$ cat src/rtl/udp_mux_send_if.sv
// Bundled source-channel and GMII transmit signals of udp_mux_send.
// master: the frame builder; slave: the payload sources / MAC side.
interface udp_mux_send_if #(
    parameter int unsigned N_CH = 2
);
    logic [N_CH-1:0]    req;
    logic [16*N_CH-1:0] len;
    logic [N_CH-1:0]    rd_en;
    logic [8*N_CH-1:0]  rd_data;
    logic [47:0]        pc_mac;
    logic [31:0]        pc_ip;
    logic               gmii_txc;
    logic               gmii_tx_en;
    logic [7:0]         gmii_txd;
    logic [N_CH-1:0]    grant;
    logic               tx_done;
    logic               len_err;

    modport master (
        input  req, len, rd_data, pc_mac, pc_ip,
        output rd_en, gmii_txc, gmii_tx_en, gmii_txd, grant, tx_done, len_err
    );

    modport slave (
        output req, len, rd_data, pc_mac, pc_ip,
        input  rd_en, gmii_txc, gmii_tx_en, gmii_txd, grant, tx_done, len_err
    );
endinterface

$ cat src/rtl/udp_mux_send.sv
// Round-robin multiplexer of N_CH byte sources into Ethernet/IPv4/UDP frames
// on a GMII transmit port, with a 2-byte channel tag ahead of the payload.
module udp_mux_send #(
    parameter int unsigned N_CH      = 2,
    parameter int unsigned MAX_LEN   = 1440,
    parameter int unsigned IFG       = 12,
    parameter logic [47:0] BOARD_MAC = 48'h00_11_22_33_44_55,
    parameter logic [31:0] BOARD_IP  = {8'd192, 8'd168, 8'd1, 8'd10},
    parameter logic [15:0] UDP_PORT  = 16'd1234
) (
    input logic            clk,
    input logic            rst,
    udp_mux_send_if.master bus
);
    localparam int unsigned CW       = (N_CH > 1) ? $clog2(N_CH) : 1;
    localparam int unsigned HDR_BITS = 336;

    localparam logic [3:0] S_IDLE = 4'd0;
    localparam logic [3:0] S_ARB  = 4'd1;
    localparam logic [3:0] S_PRE  = 4'd2;
    localparam logic [3:0] S_HEAD = 4'd3;
    localparam logic [3:0] S_TAG  = 4'd4;
    localparam logic [3:0] S_DATA = 4'd5;
    localparam logic [3:0] S_PAD  = 4'd6;
    localparam logic [3:0] S_FCS  = 4'd7;
    localparam logic [3:0] S_GAP  = 4'd8;

    logic [3:0]      state_q, state_d;
    logic [15:0]     cnt_q, cnt_d;
    logic [CW-1:0]   ch_q, ch_d;
    logic [CW-1:0]   last_q, last_d;
    logic [15:0]     len_q, len_d;
    logic [47:0]     mac_q, mac_d;
    logic [31:0]     ip_q, ip_d;
    logic [15:0]     csum_q, csum_d;
    logic [31:0]     crc_q, crc_d;
    logic            tx_en_q, tx_en_d;
    logic [7:0]      txd_q, txd_d;
    logic [N_CH-1:0] rd_en_q, rd_en_d;
    logic [N_CH-1:0] grant_q, grant_d;
    logic            tx_done_q, tx_done_d;
    logic            len_err_q, len_err_d;

    logic [15:0]         len_arr [N_CH];
    logic [7:0]          rdd_arr [N_CH];
    logic [15:0]         len_sel;
    logic [7:0]          rd_byte;
    logic [N_CH-1:0]     ch_oh;
    logic [15:0]         tot_len;
    logic [15:0]         udp_len;
    logic [HDR_BITS-1:0] hdr;
    logic [19:0]         csum_sum;
    logic [16:0]         csum_f1;
    logic [31:0]         crc_inv;
    logic                found;
    logic [CW-1:0]       idx;
    logic [CW-1:0]       pick;

    for (genvar i = 0; i < int'(N_CH); i++) begin : g_ch
        assign len_arr[i] = bus.len[16*i +: 16];
        assign rdd_arr[i] = bus.rd_data[8*i +: 8];
    end

    assign len_sel = len_arr[ch_q];
    assign rd_byte = rdd_arr[ch_q];
    assign ch_oh   = N_CH'(1) << ch_q;
    assign tot_len = 16'd30 + len_q;
    assign udp_len = 16'd10 + len_q;
    assign crc_inv = ~crc_q;

    assign hdr = {mac_q, BOARD_MAC, 16'h0800,
                  8'h45, 8'h00, tot_len, 16'h0000, 16'h4000, 8'h80, 8'h11,
                  csum_q, BOARD_IP, ip_q,
                  UDP_PORT, UDP_PORT, udp_len, 16'h0000};

    // IPv4 header checksum from the latched frame fields; settles during PRE
    always_comb begin
        csum_sum = 20'h04500 + 20'(tot_len) + 20'h04000 + 20'h08011
                 + 20'(BOARD_IP[31:16]) + 20'(BOARD_IP[15:0])
                 + 20'(ip_q[31:16]) + 20'(ip_q[15:0]);
        csum_f1  = 17'(csum_sum[15:0]) + 17'(csum_sum[19:16]);
        csum_d   = ~(csum_f1[15:0] + 16'(csum_f1[16]));
    end

    function automatic logic [31:0] crc_byte(input logic [31:0] c, input logic [7:0] b);
        logic [31:0] r;
        r = c ^ {24'h0, b};
        for (int i = 0; i < 8; i++) begin
            r = r[0] ? ((r >> 1) ^ 32'hEDB8_8320) : (r >> 1);
        end
        return r;
    endfunction

    // Next-state, byte mux and strobes; txd/tx_en lag the state by one cycle
    always_comb begin
        state_d   = state_q;
        cnt_d     = cnt_q;
        ch_d      = ch_q;
        last_d    = last_q;
        len_d     = len_q;
        mac_d     = mac_q;
        ip_d      = ip_q;
        crc_d     = crc_q;
        tx_en_d   = 1'b0;
        txd_d     = 8'h00;
        rd_en_d   = '0;
        grant_d   = grant_q;
        tx_done_d = 1'b0;
        len_err_d = 1'b0;
        found     = 1'b0;
        idx       = '0;
        pick      = last_q;

        case (state_q)
            S_IDLE: begin
                cnt_d = 16'd0;
                for (int unsigned k = 1; k <= N_CH; k++) begin
                    idx = CW'((32'(last_q) + k) % N_CH);
                    if (!found && bus.req[idx]) begin
                        found = 1'b1;
                        pick  = idx;
                    end
                end
                if (found) begin
                    ch_d    = pick;
                    grant_d = N_CH'(1) << pick;
                    state_d = S_ARB;
                end
            end
            S_ARB: begin
                if (len_sel == 16'd0 || 32'(len_sel) > MAX_LEN) begin
                    len_err_d = 1'b1;
                    last_d    = ch_q;
                    grant_d   = '0;
                    state_d   = S_IDLE;
                end else begin
                    len_d   = len_sel;
                    mac_d   = bus.pc_mac;
                    ip_d    = bus.pc_ip;
                    crc_d   = 32'hFFFF_FFFF;
                    cnt_d   = 16'd0;
                    state_d = S_PRE;
                end
            end
            S_PRE: begin
                tx_en_d = 1'b1;
                txd_d   = (cnt_q == 16'd7) ? 8'hD5 : 8'h55;
                cnt_d   = cnt_q + 16'd1;
                if (cnt_q == 16'd7) begin
                    cnt_d   = 16'd0;
                    state_d = S_HEAD;
                end
            end
            S_HEAD: begin
                tx_en_d = 1'b1;
                txd_d   = hdr[9'(HDR_BITS - 1 - 8 * 32'(cnt_q)) -: 8];
                cnt_d   = cnt_q + 16'd1;
                if (cnt_q == 16'd41) begin
                    cnt_d   = 16'd0;
                    state_d = S_TAG;
                end
            end
            S_TAG: begin
                // rd_en runs two slots ahead: one for the source, one for this register stage
                tx_en_d = 1'b1;
                txd_d   = (cnt_q == 16'd0) ? 8'h00 : 8'(ch_q);
                rd_en_d = (cnt_q == 16'd0 || len_q >= 16'd2) ? ch_oh : '0;
                cnt_d   = cnt_q + 16'd1;
                if (cnt_q == 16'd1) begin
                    cnt_d   = 16'd0;
                    state_d = S_DATA;
                end
            end
            S_DATA: begin
                tx_en_d = 1'b1;
                txd_d   = rd_byte;
                rd_en_d = (32'(cnt_q) + 32'd2 < 32'(len_q)) ? ch_oh : '0;
                cnt_d   = cnt_q + 16'd1;
                if (cnt_q == len_q - 16'd1) begin
                    cnt_d   = 16'd0;
                    state_d = (len_q < 16'd16) ? S_PAD : S_FCS;
                end
            end
            S_PAD: begin
                tx_en_d = 1'b1;
                cnt_d   = cnt_q + 16'd1;
                if (cnt_q == 16'd15 - len_q) begin
                    cnt_d   = 16'd0;
                    state_d = S_FCS;
                end
            end
            S_FCS: begin
                tx_en_d = 1'b1;
                case (cnt_q[1:0])
                    2'd0:    txd_d = crc_inv[7:0];
                    2'd1:    txd_d = crc_inv[15:8];
                    2'd2:    txd_d = crc_inv[23:16];
                    default: txd_d = crc_inv[31:24];
                endcase
                cnt_d = cnt_q + 16'd1;
                if (cnt_q == 16'd3) begin
                    cnt_d   = 16'd0;
                    state_d = S_GAP;
                end
            end
            S_GAP: begin
                tx_done_d = (cnt_q == 16'd0);
                cnt_d     = cnt_q + 16'd1;
                if (cnt_q == 16'(IFG - 1)) begin
                    cnt_d   = 16'd0;
                    last_d  = ch_q;
                    grant_d = '0;
                    state_d = S_IDLE;
                end
            end
            default: begin
                grant_d = '0;
                state_d = S_IDLE;
            end
        endcase

        if (state_q == S_HEAD || state_q == S_TAG || state_q == S_DATA || state_q == S_PAD) begin
            crc_d = crc_byte(crc_q, txd_d);
        end
    end

    always_ff @(posedge clk or posedge rst) begin
        if (rst) begin
            state_q   <= S_IDLE;
            cnt_q     <= 16'd0;
            ch_q      <= '0;
            last_q    <= CW'(N_CH - 1);
            len_q     <= 16'd0;
            mac_q     <= 48'd0;
            ip_q      <= 32'd0;
            csum_q    <= 16'd0;
            crc_q     <= 32'hFFFF_FFFF;
            tx_en_q   <= 1'b0;
            txd_q     <= 8'h00;
            rd_en_q   <= '0;
            grant_q   <= '0;
            tx_done_q <= 1'b0;
            len_err_q <= 1'b0;
        end else begin
            state_q   <= state_d;
            cnt_q     <= cnt_d;
            ch_q      <= ch_d;
            last_q    <= last_d;
            len_q     <= len_d;
            mac_q     <= mac_d;
            ip_q      <= ip_d;
            csum_q    <= csum_d;
            crc_q     <= crc_d;
            tx_en_q   <= tx_en_d;
            txd_q     <= txd_d;
            rd_en_q   <= rd_en_d;
            grant_q   <= grant_d;
            tx_done_q <= tx_done_d;
            len_err_q <= len_err_d;
        end
    end

    assign bus.gmii_txc   = clk;
    assign bus.gmii_tx_en = tx_en_q;
    assign bus.gmii_txd   = txd_q;
    assign bus.rd_en      = rd_en_q;
    assign bus.grant      = grant_q;
    assign bus.tx_done    = tx_done_q;
    assign bus.len_err    = len_err_q;
endmodule

$ cat src/flat_wrapper.sv
// flat-port wrapper written by rule: the top's interface ports become plain ports
module udp_mux_send_flat 
#(
    parameter int unsigned N_CH      = 2,
    parameter int unsigned MAX_LEN   = 1440,
    parameter int unsigned IFG       = 12,
    parameter logic [47:0] BOARD_MAC = 48'h00_11_22_33_44_55,
    parameter logic [31:0] BOARD_IP  = {8'd192, 8'd168, 8'd1, 8'd10},
    parameter logic [15:0] UDP_PORT  = 16'd1234
)
  (clk, rst, bus_req, bus_len, bus_rd_data, bus_pc_mac, bus_pc_ip, bus_rd_en, bus_gmii_txc, bus_gmii_tx_en, bus_gmii_txd, bus_grant, bus_tx_done, bus_len_err);
  udp_mux_send_if #(.N_CH(N_CH)) bus_i ();
  input logic clk;
  input logic rst;
  input wire logic [$bits(bus_i.req)-1:0] bus_req;
  input wire logic [$bits(bus_i.len)-1:0] bus_len;
  input wire logic [$bits(bus_i.rd_data)-1:0] bus_rd_data;
  input wire logic [$bits(bus_i.pc_mac)-1:0] bus_pc_mac;
  input wire logic [$bits(bus_i.pc_ip)-1:0] bus_pc_ip;
  output wire logic [$bits(bus_i.rd_en)-1:0] bus_rd_en;
  output wire logic [$bits(bus_i.gmii_txc)-1:0] bus_gmii_txc;
  output wire logic [$bits(bus_i.gmii_tx_en)-1:0] bus_gmii_tx_en;
  output wire logic [$bits(bus_i.gmii_txd)-1:0] bus_gmii_txd;
  output wire logic [$bits(bus_i.grant)-1:0] bus_grant;
  output wire logic [$bits(bus_i.tx_done)-1:0] bus_tx_done;
  output wire logic [$bits(bus_i.len_err)-1:0] bus_len_err;
  assign bus_i.req = bus_req;
  assign bus_i.len = bus_len;
  assign bus_i.rd_data = bus_rd_data;
  assign bus_i.pc_mac = bus_pc_mac;
  assign bus_i.pc_ip = bus_pc_ip;
  assign bus_rd_en = bus_i.rd_en;
  assign bus_gmii_txc = bus_i.gmii_txc;
  assign bus_gmii_tx_en = bus_i.gmii_tx_en;
  assign bus_gmii_txd = bus_i.gmii_txd;
  assign bus_grant = bus_i.grant;
  assign bus_tx_done = bus_i.tx_done;
  assign bus_len_err = bus_i.len_err;
  udp_mux_send #(.N_CH(N_CH), .MAX_LEN(MAX_LEN), .IFG(IFG), .BOARD_MAC(BOARD_MAC), .BOARD_IP(BOARD_IP), .UDP_PORT(UDP_PORT)) u_core (.clk(clk), .rst(rst), .bus(bus_i));
endmodule
$ cat config.mk
export PLATFORM = sky130hd
export DESIGN_NAME = udp_mux_send_flat
export DESIGN_NICKNAME = d
export VERILOG_FILES = /design/src/rtl/udp_mux_send_if.sv /design/src/rtl/udp_mux_send.sv /design/src/flat_wrapper.sv
export SDC_FILE = /design/constraint.sdc
export NUM_CORES = 1
export LEC_CHECK = 0
export ABC_AREA = 1
export CORE_MARGIN = 2
export CORE_UTILIZATION = 49
export CTS_CLUSTER_DIAMETER = 60
export DETAILED_ROUTE_END_ITERATION = 16
export PLACE_DENSITY = 0.7
export SLEW_MARGIN = 20
export SYNTH_ARGS = -nofsm -noshare
export SYNTH_HDL_FRONTEND = slang
export SYNTH_SLANG_ARGS = --single-unit
export TNS_END_PERCENT = 20
$ cat constraint.sdc
create_clock -name clk -period 17.55 [get_ports clk]
set_input_delay 3.51 -clock clk [delete_from_list [all_inputs] [get_ports clk]]
set_output_delay 3.51 -clock clk [all_outputs]
set_load 0.02 [all_outputs]
==> flow_summary.toml <==
[worst_setup_path]
crit_fanout = 2
cp-endpoint = "bus_gmii_txc"
worst-setup-path-type = "clock port to output pin"
r2r_setup_slack_ns = 8.96
worstReg2RegEnd = "u_core.csum_q[14]"
cp-start-kind = "clock port"
worst_ep_arrival_time_ns = 9.54
critPathLaunch = "clk"
r2r_cells = 54
reg2reg_from = "u_core.len_q[1]"
cp_data_required_time_ns = 14.04
endpoint_kind = "output pin"

[sta]
tns_ns = 0
report.final.slew_viol_count = 0
slew_headroom = 0.342
max_slew.worst_pin.slew_ns = 0.987
rsz0062_at_grt = "no"
final_hold_viol_count = 0
fin_worst_skew_ns = 0.0176
setup_viol_count_final = 0

[routing]
drt-wirelength-per-cell_um = 17.9
ant_nets = 0
post-route-drc-count = 0
drt_iter0_drc = 1408
wl_mm = 48.5
vias_per_cell = 5.50
first_pass_iters = 6
vias = 14900

[cts]
cts_hold_buf = 0
insertion_delay_ns = 0.58
clk_pin_slew_worst_paths_ns = 0.08
ctsResizeCount = 0
cts_setup_buffers = 0
cts_tree = "built"

[yosys]
synth_seq_cells = 181
syn_inst = 2199
yosysTopAreaCell = "dfrtp_1"
synth.most_common_cell = "nand2_1"
syn_nets = 2418
synth_commonest_cells = "nand2_1 (719), inv_1 (266), nor2_1 (163), nand3_1 (155), dfrtp_1 (148)"
yosysSeqAreaShare = 0.307
synth_edf_count = 0
dominantRegCellSynth = "dfrtp_1"
avgSynthCellArea_um2 = 6.77
ys_top_cells_by_area = "dfrtp_1 (25%), nand2_1 (18%), inv_1 (6.7%)"
ys_types = 55
async_flop_share = 1.00
yosys.area.top_type_share = 0.249
yosys_warnings = 0
netlist_area_mm2 = 0.0149

[placement]
dp_hpwl_mm = 37.0
io_buffers = 147
gp_congestion = 0.966

[floorplan]
start_util = 0.500
die_w_um = 178
fp-row-count = 63
die_h_um = 178
dieArea_mm2 = 0.0318
io_pins = 148
core_area_mm2 = 0.0298

[global_route]
antenna_found_initial = 0
grt_max_degree = 114
track_usage = 0.313
overflow = 0
grt_pass1_vias = 14400
grt_pass1_wl_mm = 76.4

[job]
cap_violations = 0

[layout]
areaGrowthSynthToFinish_pct = 15.8
drive_gt1_frac = 0.0715
antenna_cells = 0
final_nets = 2529

[status]
status = "finished clean"

[min_path]
holdCritPathClass = "flop to flop"
[critical path, stage by stage]
cell and delay [ns]:
clkbuf_16 0.12, clkbuf_16 0.12, clkdlybuf4s50_1 0.52
[metrics by stage]
step	worst slack [ns]	instance area, um^2	util	std cells	hold slack (ns)
after floorplan	5.13	14900	-	2199	0.434
after global placement	4.76	16600	0.556	2678	0.455
after detailed placement	4.76	16600	0.556	2678	0.459
after CTS	4.49	17200	0.579	2713	0.478
after global routing	4.48	17200	0.579	2713	0.499
final	4.50	17200	0.579	2713	0.478
[layout make-up]
| cell class | instances | area, um^2 |
|---|---|---|
| sequential | 181 | 4570 |
| timing repair buffer | 158 | 1560 |
| multi-input combinational | 1664 | 8880 |
| fill | 2810 | 12500 |
| inverter | 284 | 1070 |
| clock buffer | 22 | 524 |
| tap | 390 | 488 |
| clock inverter | 14 | 159 |
[flip-flops by register name, indices dropped and copies added (netlist names)]
register and cells:
u_core.bus.gmii_tx_en 1, u_core.bus.gmii_txd 8, u_core.bus.grant 2, u_core.bus.len_err 1, u_core.bus.rd_en 2, u_core.bus.tx_done 1, u_core.ch_q 1, u_core.cnt_q 16
u_core.crc_q 32, u_core.csum_q 16, u_core.ip_q 32, u_core.last_q 1, u_core.len_q 16, u_core.mac_q 48, u_core.state_q 4
[logic make-up (layout without fill, tap and decap cells)]
group / after synthesis / after routing / synth area share
fa+ha+maj: 87 / 87 / 0.0817
flops: 181 / 181 / 0.307
mux: 4 / 4 / 0.00269
xor+xnor: 105 / 105 / 0.0645
simple gates: 1182 / 1182 / 0.338
buf+inv: 354 / 478 / 0.0971
compound gates: 286 / 286 / 0.109
[routing by layer]
layer / routed length [um] / vias to the layer above / GRT usage
li1: - / 7260 / -
met1: 21200 / 6938 / 0.420
met2: 21800 / 615 / 0.502
met3: 3370 / 121 / 0.0452
met4: 2070 / 0 / 0.140
met5: 0 / - / 0
[worst min-delay path by stage]
stage / cells after the start / slack, ns / endpoint / start
floorplan: 2 / 0.43 / u_core.mac_q[32] / u_core.mac_q[32]
global placement: 2 / 0.45 / u_core.mac_q[40] / u_core.mac_q[40]
detailed placement: 2 / 0.46 / u_core.mac_q[40] / u_core.mac_q[40]
CTS: 2 / 0.48 / u_core.mac_q[40] / u_core.mac_q[40]
global route: 2 / 0.50 / u_core.mac_q[21] / u_core.mac_q[21]
finish: 2 / 0.48 / u_core.mac_q[41] / u_core.mac_q[41]
[cell usage in the layout (no fill, tap or decap), types with 5 or more instances in the layout]
cell             netlist  layout
nand2_4                5       5
xor2_1                87      87
dfstp_2               33      33
o21ai_0              122     122
ha_1                  70      70
nand4_1               28      28
nor4_1                10      10
and2_1                 5       5
nor2_2                 9       8
nand3b_1               5       5
xnor2_1               14      14
fa_1                  17      17
a22oi_1               11      11
a21oi_1               69      69
nand2_1              719     719
dfrtp_1              148     148
nor3_1                31      31
inv_6                  0       5
o2111ai_1              7       7
inv_2                 14      15
nand2_2               32      32
or2_2                  8       8
o211ai_1              10      10
o21ai_1               12      12
clkdlybuf4s50_1        0     147
o22ai_1               33      33
buf_4                  6      11
nand3_1              155     155
nor2_1               163     163
clkbuf_16              0      20
inv_1                266     264
Power is not shown: default switching activity piles up to over one toggle a cycle in this logic, so the estimate is an artifact.
